==> src/rtl/button_event_gen.sv <==
// Turns a debounced button level into single-cycle press/release/long-press events.
// Optional auto-repeat in the long-held state is enabled by defining BUTTON_EVENT_AUTOREPEAT_EN.
module button_event_gen #(
  parameter int INPUT_ACTIVE_LOW  = 1,
  parameter int LONG_PRESS_CYCLES = 25000000,
  parameter int REPEAT_CYCLES     = 5000000,
  parameter int CNT_WIDTH         = 26
) (
  input  logic clock,
  input  logic reset_n,
  input  logic buttonIn,
  output logic pressPulse,
  output logic releasePulse,
  output logic longPulse,
  output logic repeatPulse,
  output logic held
);

  typedef enum logic [1:0] {IDLE, PRESSED, LONG} state_e;

  localparam logic [CNT_WIDTH-1:0] LONG_TC = CNT_WIDTH'(LONG_PRESS_CYCLES - 1);

  // Reject configurations whose terminal counts are too small or do not fit the counter.
  if (LONG_PRESS_CYCLES < 2 || REPEAT_CYCLES < 1 ||
      ((LONG_PRESS_CYCLES - 1) >> CNT_WIDTH) != 0 ||
      ((REPEAT_CYCLES - 1) >> CNT_WIDTH) != 0) begin : g_bad_params
    $error("button_event_gen: invalid LONG_PRESS_CYCLES/REPEAT_CYCLES/CNT_WIDTH");
  end

`ifdef BUTTON_EVENT_AUTOREPEAT_EN
  localparam logic [CNT_WIDTH-1:0] REPEAT_TC = CNT_WIDTH'(REPEAT_CYCLES - 1);
`else
  assign repeatPulse = 1'b0;
`endif

  state_e               state;
  logic [CNT_WIDTH-1:0] cnt;
  logic                 btn_q;

  // NOTE: sequential state uses non-blocking assignments so every register
  // samples pre-edge values, whatever order the statements are written in.
  always_ff @(posedge clock or negedge reset_n) begin
    if (!reset_n) begin
      state        <= IDLE;
      cnt          <= '0;
      btn_q        <= 1'b0;
      pressPulse   <= 1'b0;
      releasePulse <= 1'b0;
      longPulse    <= 1'b0;
      held         <= 1'b0;
`ifdef BUTTON_EVENT_AUTOREPEAT_EN
      repeatPulse  <= 1'b0;
`endif
    end else begin
      btn_q        <= (INPUT_ACTIVE_LOW != 0) ? ~buttonIn : buttonIn;
      // Pulses are single-cycle: cleared every edge unless a branch raises one.
      pressPulse   <= 1'b0;
      releasePulse <= 1'b0;
      longPulse    <= 1'b0;
`ifdef BUTTON_EVENT_AUTOREPEAT_EN
      repeatPulse  <= 1'b0;
`endif
      unique case (state)
        IDLE: begin
          held <= 1'b0;
          if (btn_q) begin
            state      <= PRESSED;
            cnt        <= '0;
            pressPulse <= 1'b1;
            held       <= 1'b1;
          end
        end
        PRESSED: begin
          // Release is checked first so it wins over a coincident terminal count.
          if (!btn_q) begin
            state        <= IDLE;
            releasePulse <= 1'b1;
            held         <= 1'b0;
          end else if (cnt == LONG_TC) begin
            state     <= LONG;
            cnt       <= '0;
            longPulse <= 1'b1;
          end else begin
            cnt <= cnt + 1'b1;
          end
        end
        LONG: begin
          if (!btn_q) begin
            state        <= IDLE;
            releasePulse <= 1'b1;
            held         <= 1'b0;
          end else begin
`ifdef BUTTON_EVENT_AUTOREPEAT_EN
            if (cnt == REPEAT_TC) begin
              cnt         <= '0;
              repeatPulse <= 1'b1;
            end else begin
              cnt <= cnt + 1'b1;
            end
`else
            cnt <= '0;
`endif
          end
        end
        default: begin
          state <= IDLE;
          cnt   <= '0;
          held  <= 1'b0;
        end
      endcase
    end
  end

endmodule

==> config.mk <==
export PLATFORM = sky130hd
export DESIGN_NAME = button_event_gen
export DESIGN_NICKNAME = d
export VERILOG_FILES = /design/src/rtl/button_event_gen.sv
export SDC_FILE = /design/constraint.sdc
export NUM_CORES = 1
export LEC_CHECK = 0
export BUFFER_PORTS_ARGS = -buffer_cell sky130_fd_sc_hd__buf_2
export CAP_MARGIN = 25
export CORE_MARGIN = 4
export CORE_UTILIZATION = 49
export DETAILED_ROUTE_END_ITERATION = 8
export HOLD_SLACK_MARGIN = 0.03
export PLACE_DENSITY = 0.67
export SYNTH_ARGS = -nofsm -noshare
export SYNTH_HDL_FRONTEND = slang
export SYNTH_SLANG_ARGS = --single-unit
==> constraint.sdc <==
create_clock -name clock -period 4.67 [get_ports clock]
set_clock_uncertainty 0.2 [all_clocks]
set_input_delay 0.467 -clock clock [delete_from_list [all_inputs] [get_ports clock]]
set_output_delay 0.467 -clock clock [all_outputs]
set_load 0.03 [all_outputs]
==> results of run 1 <==
-- stage by stage --
step | worst slack [ns] | hold slack [ns]
global placement | 1.96 | 0.267
detailed placement | 1.90 | 0.282
floorplan | 2.05 | -0.0286
finish | 1.88 | 0.0492
CTS | 1.89 | 0.0790
global route | 1.76 | 0.113
-- Yosys cell counts (2+ instances only) --
master and instances:
and3_1 2, or2_2 4, nor2b_1 2, or4_1 5
nand4_1 9, dfrtp_1 33, a21oi_1 14, a41oi_1 6
a31oi_1 19, nor2_1 8, mux2i_1 3, o21ai_0 9
o211ai_1 2, clkbuf_1 6, nand2b_1 3, nand2_1 25
nand3_1 13, nor4_1 2, nor3_1 6, o31ai_1 2
o21ai_1 2, buf_6 3, ha_1 4, inv_1 6
-- power by group through the flow --
stage          sequential, mW  combinational, mW  clock (mW)
3_3_place_gp            0.342              0.192           0
5_1_grt                 0.344              0.224       0.234
6_report                0.340              0.200       0.214
4_1_cts                 0.339              0.201       0.218
2_1_floorplan           0.356              0.154           0
3_5_place_dp            0.344              0.201           0
-- sequential cells by signal, indices dropped and copies added, names as in the netlist --
| register | cells |
|---|---|
| cnt | 26 |
| state | 2 |
| btn_q | 1 |
| held | 1 |
| longPulse | 1 |
| pressPulse | 1 |
| releasePulse | 1 |
-- logic make-up after synthesis --
kind of cell,count (synthesis),share of synthesized area [%]
simple gates,87,25.2
compound gates,59,20.7
flops,33,44.7
buf+inv,17,4.94
fa+ha+maj,4,2.71
mux,3,1.62
other cells,1,0.203
-- critical path: stages, from the launching register on --
cell	delay [ns]
dfrtp_1	0.45
or4b_1	0.53
or4_4	0.56
o311a_4	0.56
a41oi_1	0.28
a31oi_1	0.07
-- worst max path at each step --
stage | start | to
4_1_cts | cnt[15] | cnt[3]
3_5_place_dp | cnt[15] | cnt[3]
6_report | cnt[15] | cnt[3]
2_1_floorplan | cnt[15] | cnt[11]
5_1_grt | cnt[15] | cnt[16]
3_3_place_gp | cnt[15] | cnt[3]
-- routing by layer --
metal	vias to the layer above	part of all wire [%]	GRT usage, %
li1	775	-	-
met4	0	0.99	5.21
met1	751	47	23.5
met5	-	0	0
met3	5	5.2	4.06
met2	50	47	28.0
-- layout make-up --
cell class              instances  area [um^2]
well taps                      48         60.1
inverters                       6         22.5
repair buffers                  6         30.0
clock buffers                   7         86.3
fillers                       325         1700
flip-flops and latches         33          826
multi-input cells             154          932
==> run_results.csv, run 1 <==
group,metric,value,unit
outcome,outcome,"finished clean",
cts,h-tree-depth,2,
sta,fin_crit,2.79,ns
cts,cts_tree,"built",
die,io_pins,8,
power_and_ir_drop,internal_power,0.494,mW
placed_design,place_hpwl,2.69,mm
placed_design,io_buffers,6,
cts,clock-root-buffer,"clkbuf_8",
die,initial_core_util,50.5,%
worst_hold_path,hp-class,"in2async",
placed_design,globalplace.congestion,0.872,
power_and_ir_drop,p_leak,0.800,nW
drt,via_count,1581,
run,cap_violations,0,
yosys,synthesis.nets,211,
die,core,0.00366,mm^2
drt,routed_wl,3.92,mm
power_and_ir_drop,vdd_ir_drop_max,0.000202,V
drt,first_pass_iters,4,
global_routing,track_usage,17.5,%
setup_path,reg2reg_from,"cnt[15]",
yosys,synth_edf_count,0,
power_and_ir_drop,power.share.sequential,45.1,%
final_layout,fin_cells,254,
sta,finalHoldViolations,0,
yosys,synth-main-ff-cell,"dfrtp_1",
sta,relSlewSlack,50.6,%
setup_path,crit_arrival,2.72,ns
yosys,synth_top_area_share,44.7,%
sta,slew_viol_final,0,
setup_path,path_class,"reg2reg",
drt,via_per_inst,6.22,
yosys,ys.warnings.count,0,
placed_design,place_inst,247,
yosys,ys_ff_latch,33,
global_routing,grt_max_degree,43,
power_and_ir_drop,p_switching,0.259,mW
setup_path,reg2reg_slack,1.88,ns
die,rows,22,
global_routing,grt_pass1_vias,1470,
die,die_area,0.00482,mm^2
yosys,synth_cell_types,40,
sta,setup_viol,0,
yosys,synth_area_per_cell,9.07,um^2
sta,fmax,359,MHz
placed_design,postPlaceCellArea,0.00187,mm^2
setup_path,start_kind,"flip-flop",
cts,clk_latency,0.28,ns
yosys,syn_inst,204,
global_routing,grt_pass1_wl,6.89,mm
sta,rsz0062_at_grt,"false",
final_layout,layout_commonest_cell,"dfrtp_1",
cts,cts_hold_buf,0,
power_and_ir_drop,p_total,0.753,mW
yosys,ys_seq_area_share,44.7,%
die,fp.dieW,69.4,um
die,die_h,69.4,um
final_layout,antenna_cells,0,
global_routing,antenna_found_initial,0,
yosys,synthArstFlopShare,100,%
yosys,synth.top_cells.by_area,"dfrtp_1 (45%), a31oi_1 (6.4%), nand2_1 (5.1%), a21oi_1 (3.8%), nand3_1 (3.5%)",
power_and_ir_drop,p_clk_share,28.4,%
final_layout,design_area,0.00196,mm^2
cts,cts_resized,0,
final_layout,final_nets,213,
final_layout,layout-drive-gt1-share,9.71,%
global_routing,overflow,0,
cts,clkSlewWorstSetupHoldPaths,0.06,ns
setup_path,crit_fanout,42,
drt,drc,0,
power_and_ir_drop,combPwrFrac,26.6,%
power_and_ir_drop,swShare,34.4,%
setup_path,r2r_end,"cnt[3]",
sta,fin_crit_sh,59.7,%
cts,cts.sink_count,33,
drt,ant_nets,0,
power_and_ir_drop,powerDensity,385,mW/mm^2
sta,tightest_slew,0.740,ns
final_layout,mostFrequentLayoutCells,"dfrtp_1 (33), nand2_1 (25), a31oi_1 (19)",
sta,tns,0,ns
drt,drt-initial-drc-count,120,
setup_path,r2r_cells,5,
cts,cts_setup_buffers,0,
final_layout,fin_util,53.5,%
yosys,syn-cell-area,0.00185,mm^2
setup_path,worstSetupEndpointType,"flip-flop",
yosys,yosys.area.top_type,"dfrtp_1",
cts,cts_buffers,5,
drt,wl_per_cell,15.4,um
final_layout,area_delta_synth_final,5.82,%
setup_path,required,4.61,ns
cts,ctsLongestPathBuffers,2,
(Power assumes the default switching activity.)
==> run 2, diff against run 1 <==
- clock period: 4.67 -> 2.6 ns (I/O delays scaled with it)
==> run 2 against run 1 <==
Power increased by 100%. Critical endpoint is now cnt[19]. Global-route usage increased by 1.7 points. Register-to-register slack lost 1.9 ns. Clock-buffer cell count is 2 lower. Hold slack improved by 0.28 ns. Die area did not move. Sequential cell count unchanged. Critical path type unchanged. Final cell count up 7.5%. Critical path depth unchanged. Clock power is 130% higher.
==> run_results.csv, run 2 (synthesis results as in run 1) <==
group,metric,value,unit
die,fp.dieW,69.4,um
cts,clk_latency,0.30,ns
drt,routed_wl,4.45,mm
cts,clkSlewWorstSetupHoldPaths,0.08,ns
power_and_ir_drop,power.share.sequential,40.9,%
cts,cts_tree,"built",
drt,via_count,1674,
drt,ant_nets,0,
final_layout,mostFrequentLayoutCells,"dfrtp_1 (33), nand2_1 (25), a31oi_1 (19)",
power_and_ir_drop,p_clk_share,32.5,%
global_routing,track_usage,19.2,%
sta,whs,0.326,ns
power_and_ir_drop,vdd_ir_drop_max,0.000390,V
cts,cts.sink_count,33,
final_layout,layout-drive-gt1-share,17.3,%
sta,tightest_slew,0.732,ns
drt,drc,0,
placed_design,place_hpwl,2.85,mm
sta,fmax,388,MHz
setup_path,cp_slowest_cell,"or4_4",
global_routing,overflow,0,
global_routing,grt_pass1_wl,7.49,mm
drt,wl_per_cell,16.3,um
die,initial_core_util,50.5,%
die,core,0.00366,mm^2
sta,fin_crit_sh,99.1,%
cts,clock-root-buffer,"clkbuf_8",
setup_path,crit_fanout,10,
worst_hold_path,hp-class,"reg2reg",
setup_path,required,2.57,ns
placed_design,io_buffers,6,
setup_path,slowest_delay,0.57,ns
sta,fin_crit,2.58,ns
placed_design,place_inst,260,
global_routing,grt_max_degree,34,
final_layout,top_register,"cnt",
cts,ctsLongestPathBuffers,2,
global_routing,grt_pass1_vias,1586,
final_layout,final_nets,231,
final_layout,area_delta_synth_final,16.3,%
drt,via_per_inst,6.13,
power_and_ir_drop,combPwrFrac,26.6,%
final_layout,reg.largest.list,"cnt x26, state x2",
die,die_area,0.00482,mm^2
cts,h-tree-depth,2,
cts,cts_buffers,5,
drt,first_pass_iters,4,
sta,setup_viol,0,
outcome,outcome,"finished clean",
setup_path,crit_arrival,2.55,ns
run,cap_violations,0,
setup_path,worstSetupEndpointType,"flip-flop",
final_layout,antenna_cells,0,
sta,finalHoldViolations,0,
power_and_ir_drop,powerDensity,699,mW/mm^2
final_layout,layout_commonest_cell,"dfrtp_1",
worst_hold_path,min_path_cells,1,
power_and_ir_drop,p_leak,0.904,nW
power_and_ir_drop,swShare,34.6,%
setup_path,path_cells,"or4_1, or4_4, o311a_2, a21oi_1, mux2i_1",
sta,slew_viol_final,0,
drt,drt-initial-drc-count,119,
die,io_pins,8,
final_layout,fin_cells,273,
power_and_ir_drop,internal_power,0.984,mW
die,die_h,69.4,um
power_and_ir_drop,p_total,1.50,mW
placed_design,globalplace.congestion,0.820,
final_layout,largest_reg_flops,26,
setup_path,r2r_cells,5,
final_layout,fillers,305,
sta,relSlewSlack,51.2,%
die,rows,22,
global_routing,antenna_found_initial,0,
setup_path,path_class,"reg2reg",
setup_path,start_kind,"flip-flop",
power_and_ir_drop,p_switching,0.520,mW
## run 2: cell types whose count changed in the layout (fill, tap and decap cells not counted), sizes merged
cell	delta
clkinv	+1
o311a	+2
bufinv	+1
buf	+14
dlygate4sd3	+2
clkinvlp	+1
clkbuf	-2
## run 2: power by group through the flow
stage / clock network, mW / logic [mW] / registers (mW)
floorplan: 0 / 0.276 / 0.639
global route: 0.523 / 0.438 / 0.621
detailed placement: 0 / 0.362 / 0.622
CTS: 0.498 / 0.396 / 0.615
global placement: 0 / 0.348 / 0.617
finish: 0.489 / 0.400 / 0.615
## run 2: worst paths after layout
kind                         start  endpoint  slack (ns)
min in group asynchronous  reset_n    cnt[5]        0.36
hold reg to reg            cnt[19]   cnt[19]        0.33
setup / recovery            cnt[8]   cnt[19]        0.02
max in group asynchronous  reset_n   cnt[25]        1.38
setup reg to reg            cnt[8]   cnt[19]        0.02
hold / removal             cnt[19]   cnt[19]        0.33
## run 2: worst max-delay path: cells and delay by family (launching register included)
kind             cells  cell delay [ns]
flip-flops           1             0.39
AND/OR/NAND/NOR      2             1.09
multiplexers         1             0.09
AO/OA/AOI/OAI        2             0.68
## run 2: layout make-up
class	count	area [um^2]	area share, %
clock inverters	3	46.3	2.15
flip-flops and latches	33	826	38.4
clock buffers	5	68.8	3.20
inverters	6	22.5	1.05
repair buffers	22	155	7.21
multi-input cells	156	972	45.2
well taps	48	60.1	2.79
## run 2: stage by stage
step	setup TNS (ns)	setup slack (ns)	instance area (um^2)	utilization, %
after floorplan	0	0.0497	1850	-
after global placement	0	0.0300	1970	53.8
after detailed placement	-0.0683	-0.0370	1970	53.8
after CTS	0	0.0180	2140	58.5
after global routing	-0.00189	-0.00189	2150	58.7
final	0	0.0235	2150	58.7
## run 2: what timing repair did
action                                  4_1_cts  5_1_grt
setup buffers                                 0        1
pin swaps                                     2        6
resized for setup                             2        0
cloned                                        2        0
hold buffers                                  2        0
endpoints found under the setup margin        5       12
hold endpoints to repair                     34        0
## run 2: routing by layer
layer	share of wire, %	routed length, um	up-vias	track usage, %
li1	-	-	820	-
met2	48	2120	40	30.5
met3	5.6	249	4	3.91
met1	46	2040	810	25.1
met5	0	0	-	0
met4	1.1	49	0	8.68
==> run 3, diff against run 2 <==
- PLACE_DENSITY: 0.67 -> 0.69
- clock period: 2.6 -> 2.16 ns (I/O delays scaled with it)
==> run 3 against run 2 <==
The flow now finishes with violations (negative setup slack). Global-route usage increased by 2.6 points. Register-to-register slack lost 0.41 ns. Die area unchanged. Clock power shrank 4%. Combinational power grew 59%. Setup slack lost 0.41 ns. Sequential share of layout area decreased by 4.0 points. Hold slack better by 0.0045 ns. Final area up 12%. Wire length is 21% higher. Largest cell class unchanged. Largest power group unchanged.
==> run_results.csv, run 3 (synthesis results as in run 1) <==
group,metric,value,unit
drt,wl_per_cell,18.3,um
placed_design,io_buffers,6,
run,cap_violations,0,
cts,clk_latency,0.28,ns
global_routing,antenna_found_initial,0,
drt,routed_wl,5.39,mm
setup_path,r2r_cells,5,
power_and_ir_drop,p_switching,0.668,mW
placed_design,globalplace.congestion,0.853,
final_layout,reg.largest.list,"cnt x26, state x2",
drt,drc,0,
setup_path,path_cells,"or4b_1, or4_4, o311a_2, a21oi_1, a31oi_1",
power_and_ir_drop,p_clk_share,25.6,%
final_layout,largest_reg_flops,26,
power_and_ir_drop,p_total,1.83,mW
final_layout,antenna_cells,0,
setup_path,worstSetupEndpointType,"flip-flop",
die,die_h,69.4,um
setup_path,path_class,"reg2reg",
final_layout,design_area,0.00240,mm^2
final_layout,mostFrequentLayoutCells,"dfrtp_1 (33), buf_4 (33), nand2_1 (25)",
sta,slew_viol_final,0,
final_layout,fillers,286,
sta,fmax,393,MHz
setup_path,crit_start,"cnt[17]",
global_routing,grt_pass1_vias,1813,
setup_path,slowest_delay,0.60,ns
drt,drt-initial-drc-count,206,
outcome,outcome,"finished with violations",
final_layout,fin_util,65.6,%
setup_path,start_kind,"flip-flop",
final_layout,fin_cells,294,
setup_path,cp.depth,5,
final_layout,final_nets,253,
final_layout,layout-drive-gt1-share,29.7,%
die,fp.dieW,69.4,um
die,core,0.00366,mm^2
global_routing,track_usage,21.8,%
power_and_ir_drop,p_leak,1.03,nW
placed_design,place_inst,276,
power_and_ir_drop,swShare,36.4,%
placed_design,place_hpwl,3.16,mm
cts,cts_tree,"built",
power_and_ir_drop,internal_power,1.17,mW
power_and_ir_drop,vdd_ir_drop_max,0.000642,V
sta,fin_crit,2.55,ns
sta,tns,-8.65,ns
setup_path,crit_arrival,2.50,ns
global_routing,grt_max_degree,34,
cts,cts.sink_count,33,
global_routing,grt_pass1_wl,8.52,mm
die,die_area,0.00482,mm^2
sta,rsz0062_at_grt,"true",
drt,ant_nets,0,
power_and_ir_drop,power.share.sequential,39.7,%
sta,setup_viol,28,
final_layout,top_register,"cnt",
setup_path,r2r_end,"cnt[23]",
placed_design,place_ws,-0.489,ns
sta,whs,0.331,ns
drt,via_count,1914,
cts,clkSlewWorstSetupHoldPaths,0.07,ns
sta,tightest_slew,0.750,ns
outcome,violations,"negative setup slack",
sta,fin_crit_sh,118,%
setup_path,reg2reg_from,"cnt[17]",
setup_path,path_buf_inv,0,
drt,via_per_inst,6.51,
placed_design,postPlaceCellArea,0.00209,mm^2
setup_path,reg2reg_slack,-0.39,ns
sta,fin_ws,-0.387,ns
worst_hold_path,hp-class,"in2async",
setup_path,critPathTopFamily,"simple AND/OR/NAND/NOR gates",
die,initial_core_util,50.5,%
cts,ctsLongestPathBuffers,2,
die,io_pins,8,
final_layout,area_delta_synth_final,29.9,%
sta,relSlewSlack,50.0,%
setup_path,crit_fanout,7,
drt,first_pass_iters,4,
die,rows,22,
setup_path,required,2.11,ns
cts,cts_buffers,5,
global_routing,overflow,0,
sta,finalHoldViolations,0,
power_and_ir_drop,powerDensity,763,mW/mm^2
power_and_ir_drop,combPwrFrac,34.7,%
setup_path,cp_slowest_cell,"or4_4",
cts,h-tree-depth,2,
cts,clock-root-buffer,"clkbuf_8",
## run 3: how the worst max path moves through the flow
stage	slack, ns	end
final	-0.39	cnt[23]
after global routing	-0.41	state[0]
after CTS	-0.35	state[0]
after detailed placement	-0.49	cnt[12]
after global placement	-0.40	cnt[3]
after floorplan	-0.39	cnt[11]
## run 3: layout make-up
| cell class | count | area, um^2 | share of cell area [%] |
|---|---|---|---|
| Clock buffer | 7 | 86.3 | 3.59 |
| Inverter | 6 | 22.5 | 0.938 |
| Multi-Input combinational cell | 159 | 1110 | 46.2 |
| Sequential cell | 33 | 826 | 34.4 |
| Tap cell | 48 | 60.1 | 2.50 |
| Timing Repair Buffer | 41 | 298 | 12.4 |
## run 3: power by group through the flow
stage / sequential (mW) / combinational (mW) / clock [mW]
final: 0.729 / 0.636 / 0.469
after global routing: 0.737 / 0.686 / 0.509
after CTS: 0.726 / 0.578 / 0.477
after detailed placement: 0.733 / 0.498 / 0
after global placement: 0.728 / 0.469 / 0
after floorplan: 0.769 / 0.337 / 0
## run 3: worst register-to-register path, delay by kind of cell (launching register included)
family,cells,cell delay (ns)
and+or+nand+nor,2,1.13
DFF,1,0.38
AOI/OAI and AO/OA,3,0.72
## run 3: what timing repair did
action	CTS	global route
hold buffers	2	0
setup buffers	0	4
pin swaps	15	6
endpoints found under the hold margin	34	0
gates cloned	3	2
resized for setup	11	11
endpoints found under the setup margin	29	29
## run 3: metal layers
layer / track usage [%] / share of wire [%] / vias up
met5: 0 / 0 / -
met4: 9.76 / 2.1 / 0
met3: 4.78 / 7.5 / 16
met2: 35.4 / 48 / 107
met1: 27.6 / 43 / 920
li1: - / - / 871
